### src/rtl/fifo_umbral_pkg.sv
// Shared definitions for the fifo_umbral family: default geometry, threshold
// reset values, the accept-decision encoding and a depth helper.
// Imported by the interface, the FIFO top and its storage sub-module.
package fifo_umbral_pkg;

    // Default geometry, matching the previous 10-bit x 8-entry FIFO.
    localparam int DATA_W_DEF = 10;
    localparam int ADDR_W_DEF = 3;

    // Threshold values loaded into af/ae registers at reset.
    localparam int AF_RST_DEF = 7;
    localparam int AE_RST_DEF = 1;

    // Per-cycle accept decision, encoded as {wr_acc, rd_acc}.
    typedef enum logic [1:0] {
        OP_IDLE  = 2'b00,
        OP_RD    = 2'b01,
        OP_WR    = 2'b10,
        OP_WR_RD = 2'b11
    } fifo_op_e;

    // Number of entries addressed by a pointer of the given width.
    function automatic int fifo_depth(input int addr_w);
        return 1 << addr_w;
    endfunction

endpackage

### src/rtl/fifo_umbral_if.sv
// Channel-side bundle of one fifo_umbral: write/read requests, data,
// threshold programming and all status outputs.
// master = producer/consumer/control side, slave = the FIFO itself.
interface fifo_umbral_if
    import fifo_umbral_pkg::*;
#(
    parameter int DATA_W = DATA_W_DEF,
    parameter int ADDR_W = ADDR_W_DEF
);
    // requests and programming
    logic              write_enable;
    logic              read_enable;
    logic [DATA_W-1:0] data_in;
    logic              thr_load;
    logic [ADDR_W:0]   umbral_af;
    logic [ADDR_W:0]   umbral_ae;

    // read data and status
    logic [DATA_W-1:0] data_out;
    logic              valid_out;
    logic              full;
    logic              empty;
    logic              almost_full;
    logic              almost_empty;
    logic              error;
    logic [ADDR_W:0]   count;
    logic [ADDR_W-1:0] wr_ptr;
    logic [ADDR_W-1:0] rd_ptr;

    modport master (
        output write_enable, read_enable, data_in, thr_load, umbral_af, umbral_ae,
        input  data_out, valid_out, full, empty, almost_full, almost_empty,
               error, count, wr_ptr, rd_ptr
    );

    modport slave (
        input  write_enable, read_enable, data_in, thr_load, umbral_af, umbral_ae,
        output data_out, valid_out, full, empty, almost_full, almost_empty,
               error, count, wr_ptr, rd_ptr
    );

endinterface

### src/rtl/fifo_mem_dp.sv
// Purpose: DATA_W x 2**ADDR_W dual-port storage for fifo_umbral; no control logic.
// Latency: write lands at the posedge of wr_en; rd_data is registered, 1 cycle after rd_en.
// Backpressure: none here; the caller only asserts wr_en/rd_en for accepted operations.
// Ports: clk, reset (sync, active-low, clears rd_data only), wr_en/wr_addr/wr_data,
//        rd_en/rd_addr, rd_data (holds its value when rd_en is low).
module fifo_mem_dp
    import fifo_umbral_pkg::*;
#(
    parameter int DATA_W = DATA_W_DEF,
    parameter int ADDR_W = ADDR_W_DEF
) (
    input  logic              clk,
    input  logic              reset,
    input  logic              wr_en,
    input  logic [ADDR_W-1:0] wr_addr,
    input  logic [DATA_W-1:0] wr_data,
    input  logic              rd_en,
    input  logic [ADDR_W-1:0] rd_addr,
    output logic [DATA_W-1:0] rd_data
);
    localparam int DEPTH = fifo_depth(ADDR_W);

    logic [DATA_W-1:0] mem [DEPTH];
    logic [DATA_W-1:0] rd_data_q;

    // Array deliberately has no reset so it maps onto plain RAM.
    always_ff @(posedge clk) begin
        if (wr_en) begin
            mem[wr_addr] <= wr_data;
        end
    end

    // A same-address write+read (full FIFO, both accepted) returns the old
    // word, which is the oldest entry the reader is owed.
    always_ff @(posedge clk) begin
        if (!reset) begin
            rd_data_q <= '0;
        end else if (rd_en) begin
            rd_data_q <= mem[rd_addr];
        end
    end

    assign rd_data = rd_data_q;

endmodule

### src/rtl/fifo_umbral.sv
// Purpose: parametrised synchronous FIFO with programmable almost-full/empty thresholds.
// Latency: write-to-read 1 cycle min; data_out/valid_out registered 1 cycle after an accepted read.
// Backpressure: writes dropped when full unless a read is accepted that cycle; reads ignored when empty.
// Ports: clk, reset (sync, active-low), bus (fifo_umbral_if.slave: requests, data, thresholds, status).
// Build option: FIFO_STICKY_ERR_EN makes error sticky until reset; otherwise a 1-cycle pulse per event.
module fifo_umbral
    import fifo_umbral_pkg::*;
#(
    parameter int DATA_W = DATA_W_DEF,
    parameter int ADDR_W = ADDR_W_DEF,
    parameter int AF_RST = AF_RST_DEF,
    parameter int AE_RST = AE_RST_DEF
) (
    input  logic        clk,
    input  logic        reset,
    fifo_umbral_if.slave bus
);
    localparam int              DEPTH   = fifo_depth(ADDR_W);
    localparam logic [ADDR_W:0] DEPTH_C = (ADDR_W+1)'(DEPTH);
    // Reset thresholds are clamped like runtime loads so an out-of-range
    // parameter cannot make almost_full unreachable.
    localparam logic [ADDR_W:0] AF_INIT = (AF_RST > DEPTH) ? DEPTH_C : (ADDR_W+1)'(AF_RST);
    localparam logic [ADDR_W:0] AE_INIT = (AE_RST > DEPTH) ? DEPTH_C : (ADDR_W+1)'(AE_RST);

    function automatic logic [ADDR_W:0] clamp_thr(input logic [ADDR_W:0] v);
        return (v > DEPTH_C) ? DEPTH_C : v;
    endfunction

    logic [ADDR_W-1:0] wr_ptr_q;
    logic [ADDR_W-1:0] rd_ptr_q;
    logic [ADDR_W:0]   count_q;
    logic [ADDR_W:0]   af_q;
    logic [ADDR_W:0]   ae_q;
    logic              valid_q;
    logic              error_q;

    logic     full;
    logic     empty;
    logic     wr_acc;
    logic     rd_acc;
    logic     ovf_evt;
    logic     udf_evt;
    logic     err_evt;
    fifo_op_e op;

    assign full  = (count_q == DEPTH_C);
    assign empty = (count_q == '0);

    // A full FIFO still takes a write when a read frees a slot in the same
    // cycle; an empty FIFO never serves a read, even alongside a write.
    assign rd_acc = bus.read_enable & ~empty;
    assign wr_acc = bus.write_enable & (~full | rd_acc);
    assign op     = fifo_op_e'({wr_acc, rd_acc});

    assign ovf_evt = bus.write_enable & full & ~rd_acc;
    assign udf_evt = bus.read_enable & empty;
    assign err_evt = ovf_evt | udf_evt;

    always_ff @(posedge clk) begin
        if (!reset) begin
            wr_ptr_q <= '0;
            rd_ptr_q <= '0;
            count_q  <= '0;
            valid_q  <= 1'b0;
            error_q  <= 1'b0;
            af_q     <= AF_INIT;
            ae_q     <= AE_INIT;
        end else begin
            if (wr_acc) begin
                wr_ptr_q <= wr_ptr_q + ADDR_W'(1);
            end
            if (rd_acc) begin
                rd_ptr_q <= rd_ptr_q + ADDR_W'(1);
            end

            case (op)
                OP_WR:   count_q <= count_q + (ADDR_W+1)'(1);
                OP_RD:   count_q <= count_q - (ADDR_W+1)'(1);
                default: count_q <= count_q;
            endcase

            valid_q <= rd_acc;

`ifdef FIFO_STICKY_ERR_EN
            error_q <= error_q | err_evt;
`else
            error_q <= err_evt;
`endif

            if (bus.thr_load) begin
                af_q <= clamp_thr(bus.umbral_af);
                ae_q <= clamp_thr(bus.umbral_ae);
            end
        end
    end

    fifo_mem_dp #(
        .DATA_W (DATA_W),
        .ADDR_W (ADDR_W)
    ) u_mem (
        .clk     (clk),
        .reset   (reset),
        .wr_en   (wr_acc),
        .wr_addr (wr_ptr_q),
        .wr_data (bus.data_in),
        .rd_en   (rd_acc),
        .rd_addr (rd_ptr_q),
        .rd_data (bus.data_out)
    );

    assign bus.valid_out    = valid_q;
    assign bus.full         = full;
    assign bus.empty        = empty;
    assign bus.almost_full  = (count_q >= af_q);
    assign bus.almost_empty = (count_q <= ae_q);
    assign bus.error        = error_q;
    assign bus.count        = count_q;
    assign bus.wr_ptr       = wr_ptr_q;
    assign bus.rd_ptr       = rd_ptr_q;

endmodule

### src/flat_wrapper.sv
// flat-port wrapper written by rule: the top's interface ports become plain ports
module fifo_umbral_flat import fifo_umbral_pkg::*;
#(
    parameter int DATA_W = DATA_W_DEF,
    parameter int ADDR_W = ADDR_W_DEF,
    parameter int AF_RST = AF_RST_DEF,
    parameter int AE_RST = AE_RST_DEF
)
  (clk, reset, bus_write_enable, bus_read_enable, bus_data_in, bus_thr_load, bus_umbral_af, bus_umbral_ae, bus_data_out, bus_valid_out, bus_full, bus_empty, bus_almost_full, bus_almost_empty, bus_error, bus_count, bus_wr_ptr, bus_rd_ptr);
  fifo_umbral_if #(.DATA_W(DATA_W), .ADDR_W(ADDR_W)) bus_i ();
  input  logic clk;
  input  logic reset;
  input wire logic [$bits(bus_i.write_enable)-1:0] bus_write_enable;
  input wire logic [$bits(bus_i.read_enable)-1:0] bus_read_enable;
  input wire logic [$bits(bus_i.data_in)-1:0] bus_data_in;
  input wire logic [$bits(bus_i.thr_load)-1:0] bus_thr_load;
  input wire logic [$bits(bus_i.umbral_af)-1:0] bus_umbral_af;
  input wire logic [$bits(bus_i.umbral_ae)-1:0] bus_umbral_ae;
  output wire logic [$bits(bus_i.data_out)-1:0] bus_data_out;
  output wire logic [$bits(bus_i.valid_out)-1:0] bus_valid_out;
  output wire logic [$bits(bus_i.full)-1:0] bus_full;
  output wire logic [$bits(bus_i.empty)-1:0] bus_empty;
  output wire logic [$bits(bus_i.almost_full)-1:0] bus_almost_full;
  output wire logic [$bits(bus_i.almost_empty)-1:0] bus_almost_empty;
  output wire logic [$bits(bus_i.error)-1:0] bus_error;
  output wire logic [$bits(bus_i.count)-1:0] bus_count;
  output wire logic [$bits(bus_i.wr_ptr)-1:0] bus_wr_ptr;
  output wire logic [$bits(bus_i.rd_ptr)-1:0] bus_rd_ptr;
  assign bus_i.write_enable = bus_write_enable;
  assign bus_i.read_enable = bus_read_enable;
  assign bus_i.data_in = bus_data_in;
  assign bus_i.thr_load = bus_thr_load;
  assign bus_i.umbral_af = bus_umbral_af;
  assign bus_i.umbral_ae = bus_umbral_ae;
  assign bus_data_out = bus_i.data_out;
  assign bus_valid_out = bus_i.valid_out;
  assign bus_full = bus_i.full;
  assign bus_empty = bus_i.empty;
  assign bus_almost_full = bus_i.almost_full;
  assign bus_almost_empty = bus_i.almost_empty;
  assign bus_error = bus_i.error;
  assign bus_count = bus_i.count;
  assign bus_wr_ptr = bus_i.wr_ptr;
  assign bus_rd_ptr = bus_i.rd_ptr;
  fifo_umbral #(.DATA_W(DATA_W), .ADDR_W(ADDR_W), .AF_RST(AF_RST), .AE_RST(AE_RST)) u_core (.clk(clk), .reset(reset), .bus(bus_i));
endmodule
### config.mk
export PLATFORM = sky130hd
export DESIGN_NAME = fifo_umbral_flat
export DESIGN_NICKNAME = d
export VERILOG_FILES = /design/src/rtl/fifo_umbral_pkg.sv /design/src/rtl/fifo_umbral_if.sv /design/src/rtl/fifo_mem_dp.sv /design/src/rtl/fifo_umbral.sv /design/src/flat_wrapper.sv
export SDC_FILE = /design/constraint.sdc
export NUM_CORES = 1
export LEC_CHECK = 0
export CAP_MARGIN = 25
export CORE_MARGIN = 5
export CORE_UTILIZATION = 56
export CTS_CLUSTER_DIAMETER = 40
export DETAILED_ROUTE_END_ITERATION = 7
export PLACE_DENSITY = 0.75
export SLEW_MARGIN = 20
export SYNTH_ARGS = -nofsm -noshare
export SYNTH_HDL_FRONTEND = slang
export SYNTH_SLANG_ARGS = --single-unit
### constraint.sdc
create_clock -name clk -period 3 [get_ports clk]
set_clock_uncertainty 0.15 [all_clocks]
set_input_delay 0.6 -clock clk [delete_from_list [all_inputs] [get_ports clk]]
set_output_delay 0.6 -clock clk [all_outputs]
set_load 0.03 [all_outputs]
==> results.md, run 1 <==
* Placed cell area at 5090 um^2
* Core Area at 7730 um^2
* Most common cell after layout, fill and taps aside: edfxtp_1
* Top FF cell, synth: edfxtp_1
* Synthesized area per cell at 15.7 um^2
* Num CTS Buffers at 9
* Share of cells above drive strength 1 at ~15%
* Nets at 380
* Relative slew slack at 33.3%
* Critical Path Fanout Max at 7
* HP Class: flop to flop
* CTS Sinks at 110
* Top cell type's share of synthesized area at 54.3%
* First-pass GRT wire length at 13.7 mm
* MaxCap Viol Count at 0
* Post-CTS Hold Fix Bufs at 0
* Asr flop ratio synth at 0%
* Die Ht at 98.9 um
* Commonest non-fill, non-tap cells in the layout: edfxtp_1, clkdlybuf4s50_1, dfxtp_1, mux4_2, nor2_1
* Arrival @ worst endpoint at 2.15 ns
* # DRC at 0
* Yosys reg bits at 110
* Critical path type: flop to output port
* Clock Root Buffer: clkbuf_8
* Antenna violations before repair at 0
* Vias after detailed routing at 2513
* Vias in the first global route at between 2000 and 3000
* Routed wire per std cell at 19.0 um
* Clk slew on worst S/H paths at 0.11 ns
* Chip Width at 98.9 um
* First-pass iteration count of the detailed router at 4
* Yosys cell types at 35
* Synth warn at 0
* DR vias/cell at 5.57
* Post-synth top area cell: edfxtp_1
* PwrDens at around 800 nW/um^2
* Seq/Total Area, Yosys at approximately two thirds
* Worst-skew pair later-pin latency at ~0.36 ns
* Largest net degree at the start of global routing at 32
* Slew @ Worst Pin at 0.997 ns
* RSZ-0062 raised after global routing: no
* Number of port buffers at 48
* Synthesized instance count at 282
* Final setup viols at 0
* Crit end category: output port
* Outcome: complete, no violations
* Syn Nets at around 320
* Total GRT Usage at 18.5%
* Area growth syn-to-layout at 19.9%
* Finished Cell Area at 5310 um^2
* Setup_tns at 0 ns
* Fillers at 552
* TritonCTS clock tree: done
* Worst Setup Start Kind: flop
* Hold Fails Final Rpt at 0
* Cell Area, Synth at 4430 um^2
* Post-synth EDFFs at 80
* Ports at 49
* Die area at 9780 um^2
* Slew Limit Fails at 0
* Synth area leaders: edfxtp_1, dfxtp_1, mux4_2, ha_1, o22ai_1
* VDD IR max at 0.000500 V
* # diodes at 0
* GRT overflow at 0
* Max H-tree Level at 3
* RD Place Congestion at 0.712
* Max Freq at ~350 MHz
* DP HPWL at 5.35 mm
* Final min period at 2.90 ns
* Starting Density at 57.3%
* # rows at 32
* Post-CTS Repair Setup Buffers at 0
* Leak Pwr at 0.00187 uW
* Routed wire length at 8.56 mm
* Final ANT Viol Nets at 0
* Clock buffer depth at 2
* Fin crit share at between 90% and 100%
* DR iter-0 viols at 180
* Required @ worst endpoint at 2.25 ns
==> layout make-up <==
type | instances | area [um^2] | share of cell area (%)
well taps | 102 | 128 | 2.41
clock inverters | 7 | 87.6 | 1.65
inverters | 10 | 37.5 | 0.707
repair buffers | 63 | 593 | 11.2
multi-input cells | 150 | 1330 | 25.1
clock buffers | 9 | 124 | 2.33
flip-flops and latches | 110 | 3000 | 56.6
==> stage by stage <==
step                      power, uW  setup slack [ns]  util [%]  hold WS [ns]  instances
after floorplan                2850             0.194         -         0.309        282
after global placement         3360             0.109      65.9         0.332        435
after detailed placement       3390            0.0842      65.9         0.344        435
after CTS                      4290            0.0429      68.6         0.360        451
after global routing           4490            0.0181      68.7         0.376        451
final                          4250             0.102      68.7         0.359        451
==> repair_timing <==
item                                   in CTS  in global routing
setup endpoints to repair                   2                  1
endpoints found under the hold margin       0                  0
resized for setup                           2                  1
==> report_power, final <==
group / switching, uW / leakage, uW / internal [uW] / total (uW)
clock: 519 / 0.000107 / 408 / 927
combinational: 816 / 0.000789 / 629 / 1440
sequential: 89.1 / 0.000974 / 1790 / 1880
total: 1420 / 0.00187 / 2830 / 4250
==> metal layers <==
| metal | track usage (%) | up-vias | share of wire, % |
|---|---|---|---|
| met5 | 0 | - | 0 |
| met4 | 5.78 | 0 | 1.1 |
| met3 | 3.54 | 8 | 5.7 |
| met2 | 32.6 | 75 | 52 |
| met1 | 23.1 | 1227 | 41 |
| li1 | - | 1203 | - |
==> critical path: stages, from the launching register on <==
cell	delay, ns
dfxtp_1	0.37
buf_4	0.17
or3_1	0.44
nor2_1	0.13
clkdlybuf4s50_1	0.67
==> registers in the layout, summed over array words and instances, names as in the netlist <==
name / flops
u_core.u_mem.mem: 80
u_core.u_mem.rd_data: 10
u_core.af_q: 4
u_core.bus.rd_ptr: 3
u_core.bus.count: 4
u_core.bus.wr_ptr: 3
u_core.ae_q: 4
u_core.bus.valid_out: 1
u_core.bus.error: 1
==> cells by family after synthesis <==
family | after synthesis | share of synthesized area (%)
flops | 110 | 67.9
simple gates | 61 | 7.04
compound gates | 43 | 6.36
mux | 26 | 11.5
buf+inv | 22 | 2.15
fa+ha+maj | 13 | 3.68
xor+xnor | 7 | 1.39
==> cells in the mapped netlist, types with 2 or more instances <==
cell type	instances
nor2b_1	10
mux2i_1	6
inv_1	10
o211ai_1	4
o22ai_1	12
ha_1	13
nor3_1	4
clkbuf_1	6
edfxtp_1	80
nand2_1	11
a21oi_1	4
o21a_1	2
mux4_2	20
a21o_1	3
xnor2_1	4
dfxtp_1	30
or3_1	3
xor2_1	3
nand2b_1	5
and2_1	8
nor2_1	16
buf_2	4
o21ai_0	12
==> final timing paths <==
path / startpoint / end / slack (ns) / depth (start not counted)
hold / removal: u_core.af_q[2]$_SDFFE_PN1P_ / u_core.af_q[2]$_SDFFE_PN1P_ / 0.36 / 2
setup reg to reg: u_core.bus.count[2]$_SDFFE_PN0P_ / u_core.bus.count[2]$_SDFFE_PN0P_ / 0.41 / 10
hold reg to reg: u_core.af_q[2]$_SDFFE_PN1P_ / u_core.af_q[2]$_SDFFE_PN1P_ / 0.36 / 2
setup / recovery: u_core.bus.count[2]$_SDFFE_PN0P_ / bus_full / 0.10 / 4
No activity file was read; power rests on OpenSTA's default activity.
==> inputs of run 2 (changes only) <==
--- a/config.mk
+++ b/config.mk
@@ -9,8 +9,10 @@
 export CORE_MARGIN = 5
 export CORE_UTILIZATION = 56
 export CTS_CLUSTER_DIAMETER = 40
+export CTS_CLUSTER_SIZE = 12
 export DETAILED_ROUTE_END_ITERATION = 7
 export PLACE_DENSITY = 0.75
+export SKIP_CTS_REPAIR_TIMING = 1
 export SLEW_MARGIN = 20
 export SYNTH_ARGS = -nofsm -noshare
 export SYNTH_HDL_FRONTEND = slang
==> results.md, run 2 (synthesized netlist as in run 1, its figures left out) <==
* DR iter-0 viols at 171
* Num CTS Buffers at 9
* RD Place Congestion at 0.712
* Outcome: complete, no violations
* Met1 usage at 23.1%
* Antenna violations before repair at 0
* Share of cells above drive strength 1 at 15.2%
* Ports at 49
* Slew @ Worst Pin at 1.05 ns
* Chip Width at 98.9 um
* Nets at 380
* TritonCTS clock tree: done
* Vias after detailed routing at 2520
* GRT met2 Usage at 32.6%
* Relative slew slack at around 30%
* # diodes at 0
* Hold Fails Final Rpt at 0
* DP HPWL at 5.35 mm
* Vias in the first global route at 2625
* WHS at 0.359 ns
* Final ANT Viol Nets at 0
* Most common cell after layout, fill and taps aside: edfxtp_1
* Critical Path Fanout Max at 7
* Max reg flops at 80
* # DRC at 0
* Crit end category: output port
* Number of port buffers at 48
* VDD IR max at 0.000500 V
* First-pass iteration count of the detailed router at 4
* CTS Sinks at 110
* # rows at 32
* Arrival @ worst endpoint at 2.15 ns
* First-pass GRT wire length at around 14 mm
* Final core occ at 68.8%
* Die area at 9780 um^2
* Final min period at 2.90 ns
* Clk slew on worst S/H paths at ~0.1 ns
* Starting Density at between 50% and 60%
* Placed cell area at a little over 5000 um^2
* Max H-tree Level at 3
* Overall power at 4260 uW
* GRT Max-Usage Layer: met2
* Finished Cell Area at 5310 um^2
* Fin crit share at 96.7%
* Routed wire per std cell at 19.0 um
* Largest Register: u_core.u_mem.mem
* Slew Limit Fails at 0
* DR vias/cell at 5.59
* Largest net degree at the start of global routing at 32
* GRT overflow at 0
* Leak Pwr at around 0.0019 uW
* Core Area at 7730 um^2
* Area growth syn-to-layout at 20.1%
* Die Ht at between 90 and 100 um
* Required @ worst endpoint at 2.25 ns
* PwrDens at 802 nW/um^2
* Met3 Track Usage GR at under 10%
* RSZ-0062 raised after global routing: no
* HP Class: flop to flop
* Worst Setup Start Kind: flop
* Commonest non-fill, non-tap cells in the layout: edfxtp_1, clkdlybuf4s50_1, dfxtp_1, mux4_2, nor2_1
* Final setup viols at 0
* Critical path type: flop to output port
* Clock buffer depth at 2
* Routed wire length at 8.56 mm
* Worst-skew pair later-pin latency at 0.36 ns
* Clock Root Buffer: clkbuf_8
* MaxCap Viol Count at 0
* Total GRT Usage at 18.5%
* Max Freq at around 340 MHz
[run 2: changes by cell type in the layout (fill, tap and decap cells not counted)]
cell and delta:
dlygate4sd2_1 -2, dlymetal6s2s_1 +2
[run 2: final timing paths]
check	cells past startpoint	slack, ns	start	endpoint
min reg2reg	2	0.36	u_core.af_q[2]$_SDFFE_PN1P_	u_core.af_q[2]$_SDFFE_PN1P_
max	4	0.1	u_core.bus.count[2]$_SDFFE_PN0P_	bus_full
min	2	0.36	u_core.af_q[2]$_SDFFE_PN1P_	u_core.af_q[2]$_SDFFE_PN1P_
max reg2reg	10	0.41	u_core.bus.count[2]$_SDFFE_PN0P_	u_core.bus.count[2]$_SDFFE_PN0P_
[run 2: power by group]
group | internal, uW | total [uW] | switching [uW]
Sequential | 1790 | 1880 | 89.6
Clock | 408 | 927 | 519
Combinational | 641 | 1450 | 814
[run 2: per-layer routing]
metal  wire (um)  up-vias
met5           0        -
met4         102        0
met3         500       11
met2        4450       80
met1        3510     1231
li1            -     1198
[run 2: cell type report]
type	count	area (um^2)
flip-flops and latches	110	3000
well taps	102	128
clock buffers	9	124
fillers	549	2410
inverters	10	37.5
clock inverters	7	87.6
multi-input cells	150	1330
repair buffers	63	601
[run 2: worst max-delay path, stage by stage, from the launching register on]
cell and delay, ns:
dfxtp_1 0.37, buf_4 0.17, or3_1 0.44, nor2_1 0.13, clkdlybuf4s50_1 0.67
[run 2: stage by stage]
step	TNS, ns	setup slack (ns)	cells
CTS	-0.227	-0.165	451
global placement	0	0.109	435
detailed placement	0	0.0842	435
global route	0	0.0181	451
floorplan	0	0.194	282
finish	0	0.0987	451
==> inputs of run 3 (changes only) <==
--- a/config.mk
+++ b/config.mk
@@ -5,11 +5,11 @@
 export SDC_FILE = /design/constraint.sdc
 export NUM_CORES = 1
 export LEC_CHECK = 0
+export ABC_AREA = 1
 export CAP_MARGIN = 25
 export CORE_MARGIN = 5
 export CORE_UTILIZATION = 56
 export CTS_CLUSTER_DIAMETER = 40
-export CTS_CLUSTER_SIZE = 12
 export DETAILED_ROUTE_END_ITERATION = 7
 export PLACE_DENSITY = 0.75
 export SKIP_CTS_REPAIR_TIMING = 1
==> results.md, run 3 <==
* Fin crit share at 96.2%
* DP HPWL at roughly 6.3 mm
* Clock Root Buffer: clkbuf_8
* Nets at 504
* Number of port buffers at 48
* Total GRT Usage at roughly a fifth
* Switching power total at approximately 1500 uW
* Worst-skew pair later-pin latency at 0.37 ns
* Synthesized area per cell at 11.0 um^2
* Top-count cell post-synth: edfxtp_1
* Syn Nets at ~450
* Slew @ Worst Pin at 0.648 ns
* Post-synth top cells: edfxtp_1, nor2_1, o21ai_0, nand2_1, dfxtp_1
* Slew Limit Fails at 0
* Top cell type's share of synthesized area at 52.9%
* Largest family of logic cells by synthesized area: simple AND/OR/NAND/NOR gates
* Seq/Total Area, Yosys at 66.1%
* Outcome: complete, no violations
* Share of power burned in registers at 44.8%
* CTS Sinks at 110
* Yosys reg bits at between 100 and 150
* Mux cell area share after synthesis at 0%
* Die area at 10000 um^2
* Crit end category: output port
* Max H-tree Level at 3
* Asr flop ratio synth at 0%
* DR iter-0 viols at between 200 and 250
* First-pass iteration count of the detailed router at 5
* Largest stage delay on the critical path at 0.67 ns
* Post-Synth Adder-Cell Area at 3.58%
* Setup_tns at 0 ns
* Post-synthesis compound-gate area fraction at 11.2%
* Routed wire length at around 9.6 mm
* # rows at 32
* Post-synth EDFFs at 80
* Top FF cell, synth: edfxtp_1
* PwrDens at 775 nW/um^2
* First-pass GRT wire length at 16.0 mm
* Hold Fails Final Rpt at 0
* Critical path type: flop to output port
* Switch share at roughly 37%
* DR vias/cell at roughly 5.5
* CP max-delay cell: clkdlybuf4s50_1
* Largest net degree at the start of global routing at 43
* # diodes at 0
* Relative slew slack at 56.7%
* Clk slew on worst S/H paths at approximately 0.11 ns
* Clock buffer depth at 2
* # DRC at 0
* Commonest non-fill, non-tap cells in the layout: edfxtp_1, nor2_1, o21ai_0, clkdlybuf4s50_1, nand2_1
* Arrival @ worst endpoint at 2.14 ns
* Routed wire per std cell at 16.8 um
* Vias in the first global route at 3176
* Leak Pwr at about 0.0020 uW
* Setup ws final at 0.115 ns
* Max Freq at 347 MHz
* VDD IR max at 0.000466 V
* RSZ-0062 raised after global routing: no
* Clock share of power at 21.3%
* Area growth syn-to-layout at 18.2%
* Worst Setup Start Kind: flop
* Final min period at between 2 and 3 ns
* RD Place Congestion at slightly below 0.9
* Critical Path Fanout Max at 6
* Buf/Inv on CP at 2
* Fillers at 593
* GRT overflow at 0
* TritonCTS clock tree: done
* Required @ worst endpoint at between 2 and 2.5 ns
* Ports at 49
* Core Area at between 7000 and 8000 um^2
* Antenna violations before repair at 0
* Critical-path cell list: inv_1, ha_1, nand4_1, nand3_1, clkdlybuf4s50_1
* Delay-heaviest family, CP: buffers and inverters
* Final setup viols at 0
* Most common cell after layout, fill and taps aside: edfxtp_1
* Yosys cell types at 30
* Comb pwr share at about a third
* Die Ht at approximately 100 um
* Register area at 3000 um^2
* Post-synth top area cell: edfxtp_1
* Chip Width at 100 um
* Synthesized instance count at 413
* Synth area leaders: edfxtp_1, dfxtp_1, nor2_1, o21ai_0, o211ai_1
* Cell Area, Synth at 4540 um^2
* Post-synthesis xor/xnor area fraction at 0.385%
* Starting Density at 58.2%
* Share of cells above drive strength 1 at under 10%
* Max reg flops at 80
* MaxCap Viol Count at 0
* Largest Register: u_core.u_mem.mem
* Synth warn at 0
* Post-synthesis simple-gate area fraction at 14.3%
* Final ANT Viol Nets at 0
* Cell-internal power at 2630 uW
* Vias after detailed routing at 3185
* Multi-input logic area at between 1000 and 1500 um^2
* Num CTS Buffers at 9
* DP Worst Slack at 0.274 ns
* HP Class: flop to flop
-- run 3: path summary, 6_finish.rpt --
path         slack [ns]  depth (start not counted)                              endpoint                                  from
max                0.11                          5                       bus_almost_full      u_core.bus.count[0]$_SDFFE_PN0P_
max reg2reg        0.84                         12      u_core.bus.count[2]$_SDFFE_PN0P_      u_core.bus.count[2]$_SDFFE_PN0P_
min reg2reg        0.32                          2  u_core.u_mem.rd_data[6]$_SDFFE_PN0P_  u_core.u_mem.rd_data[6]$_SDFFE_PN0P_
min                0.32                          2  u_core.u_mem.rd_data[6]$_SDFFE_PN0P_  u_core.u_mem.rd_data[6]$_SDFFE_PN0P_
-- run 3: power by group through the flow --
stage               combinational [uW]  clock, uW  sequential (uW)
CTS                               1420        903             1860
floorplan                          767          0             2060
finish                            1410        888             1860
global placement                  1370          0             1890
detailed placement                1410          0             1900
global route                      1560        967             1880
-- run 3: tightest hold or removal path: cells and delay by family, from the launching register on --
family           cells  cell delay, ns
DFF                  1            0.32
and+or+nand+nor      2            0.12
-- run 3: cell type report --
cell class	count	share of cell area [%]
clock inverter	7	1.47
clock buffer	9	2.31
inverter	28	1.96
multi-input combinational	257	25.0
timing repair buffer	62	11.0
sequential	110	55.9
tap	102	2.38
-- run 3: layer usage --
layer	global-route usage, %	vias to the layer above	share of wire, %
met2	34.6	109	50
met3	3.96	15	6.0
li1	-	1556	-
met1	27.4	1505	42
met4	5.91	0	1.3
met5	0	-	0
-- run 3: cells by family after synthesis --
group                    Yosys count
AND/OR/NAND/NOR                  154
flip-flops                       110
AO/OA/AOI/OAI                     88
XOR/XNOR                           2
adder cells (fa/ha/maj)           13
buffers and inverters             46
-- run 3: per-stage QoR --
| stage | area (um^2) | power [uW] | hold WS, ns | util (%) | instances |
|---|---|---|---|---|---|
| after CTS | 5360 | 4190 | 0.327 | 68.7 | 575 |
| after global placement | 5160 | 3270 | 0.307 | 66.1 | 559 |
| after global routing | 5370 | 4410 | 0.345 | 68.8 | 575 |
| after floorplan | 4540 | 2830 | 0.294 | - | 413 |
| after detailed placement | 5160 | 3310 | 0.310 | 66.1 | 559 |
| final | 5370 | 4160 | 0.323 | 68.8 | 575 |
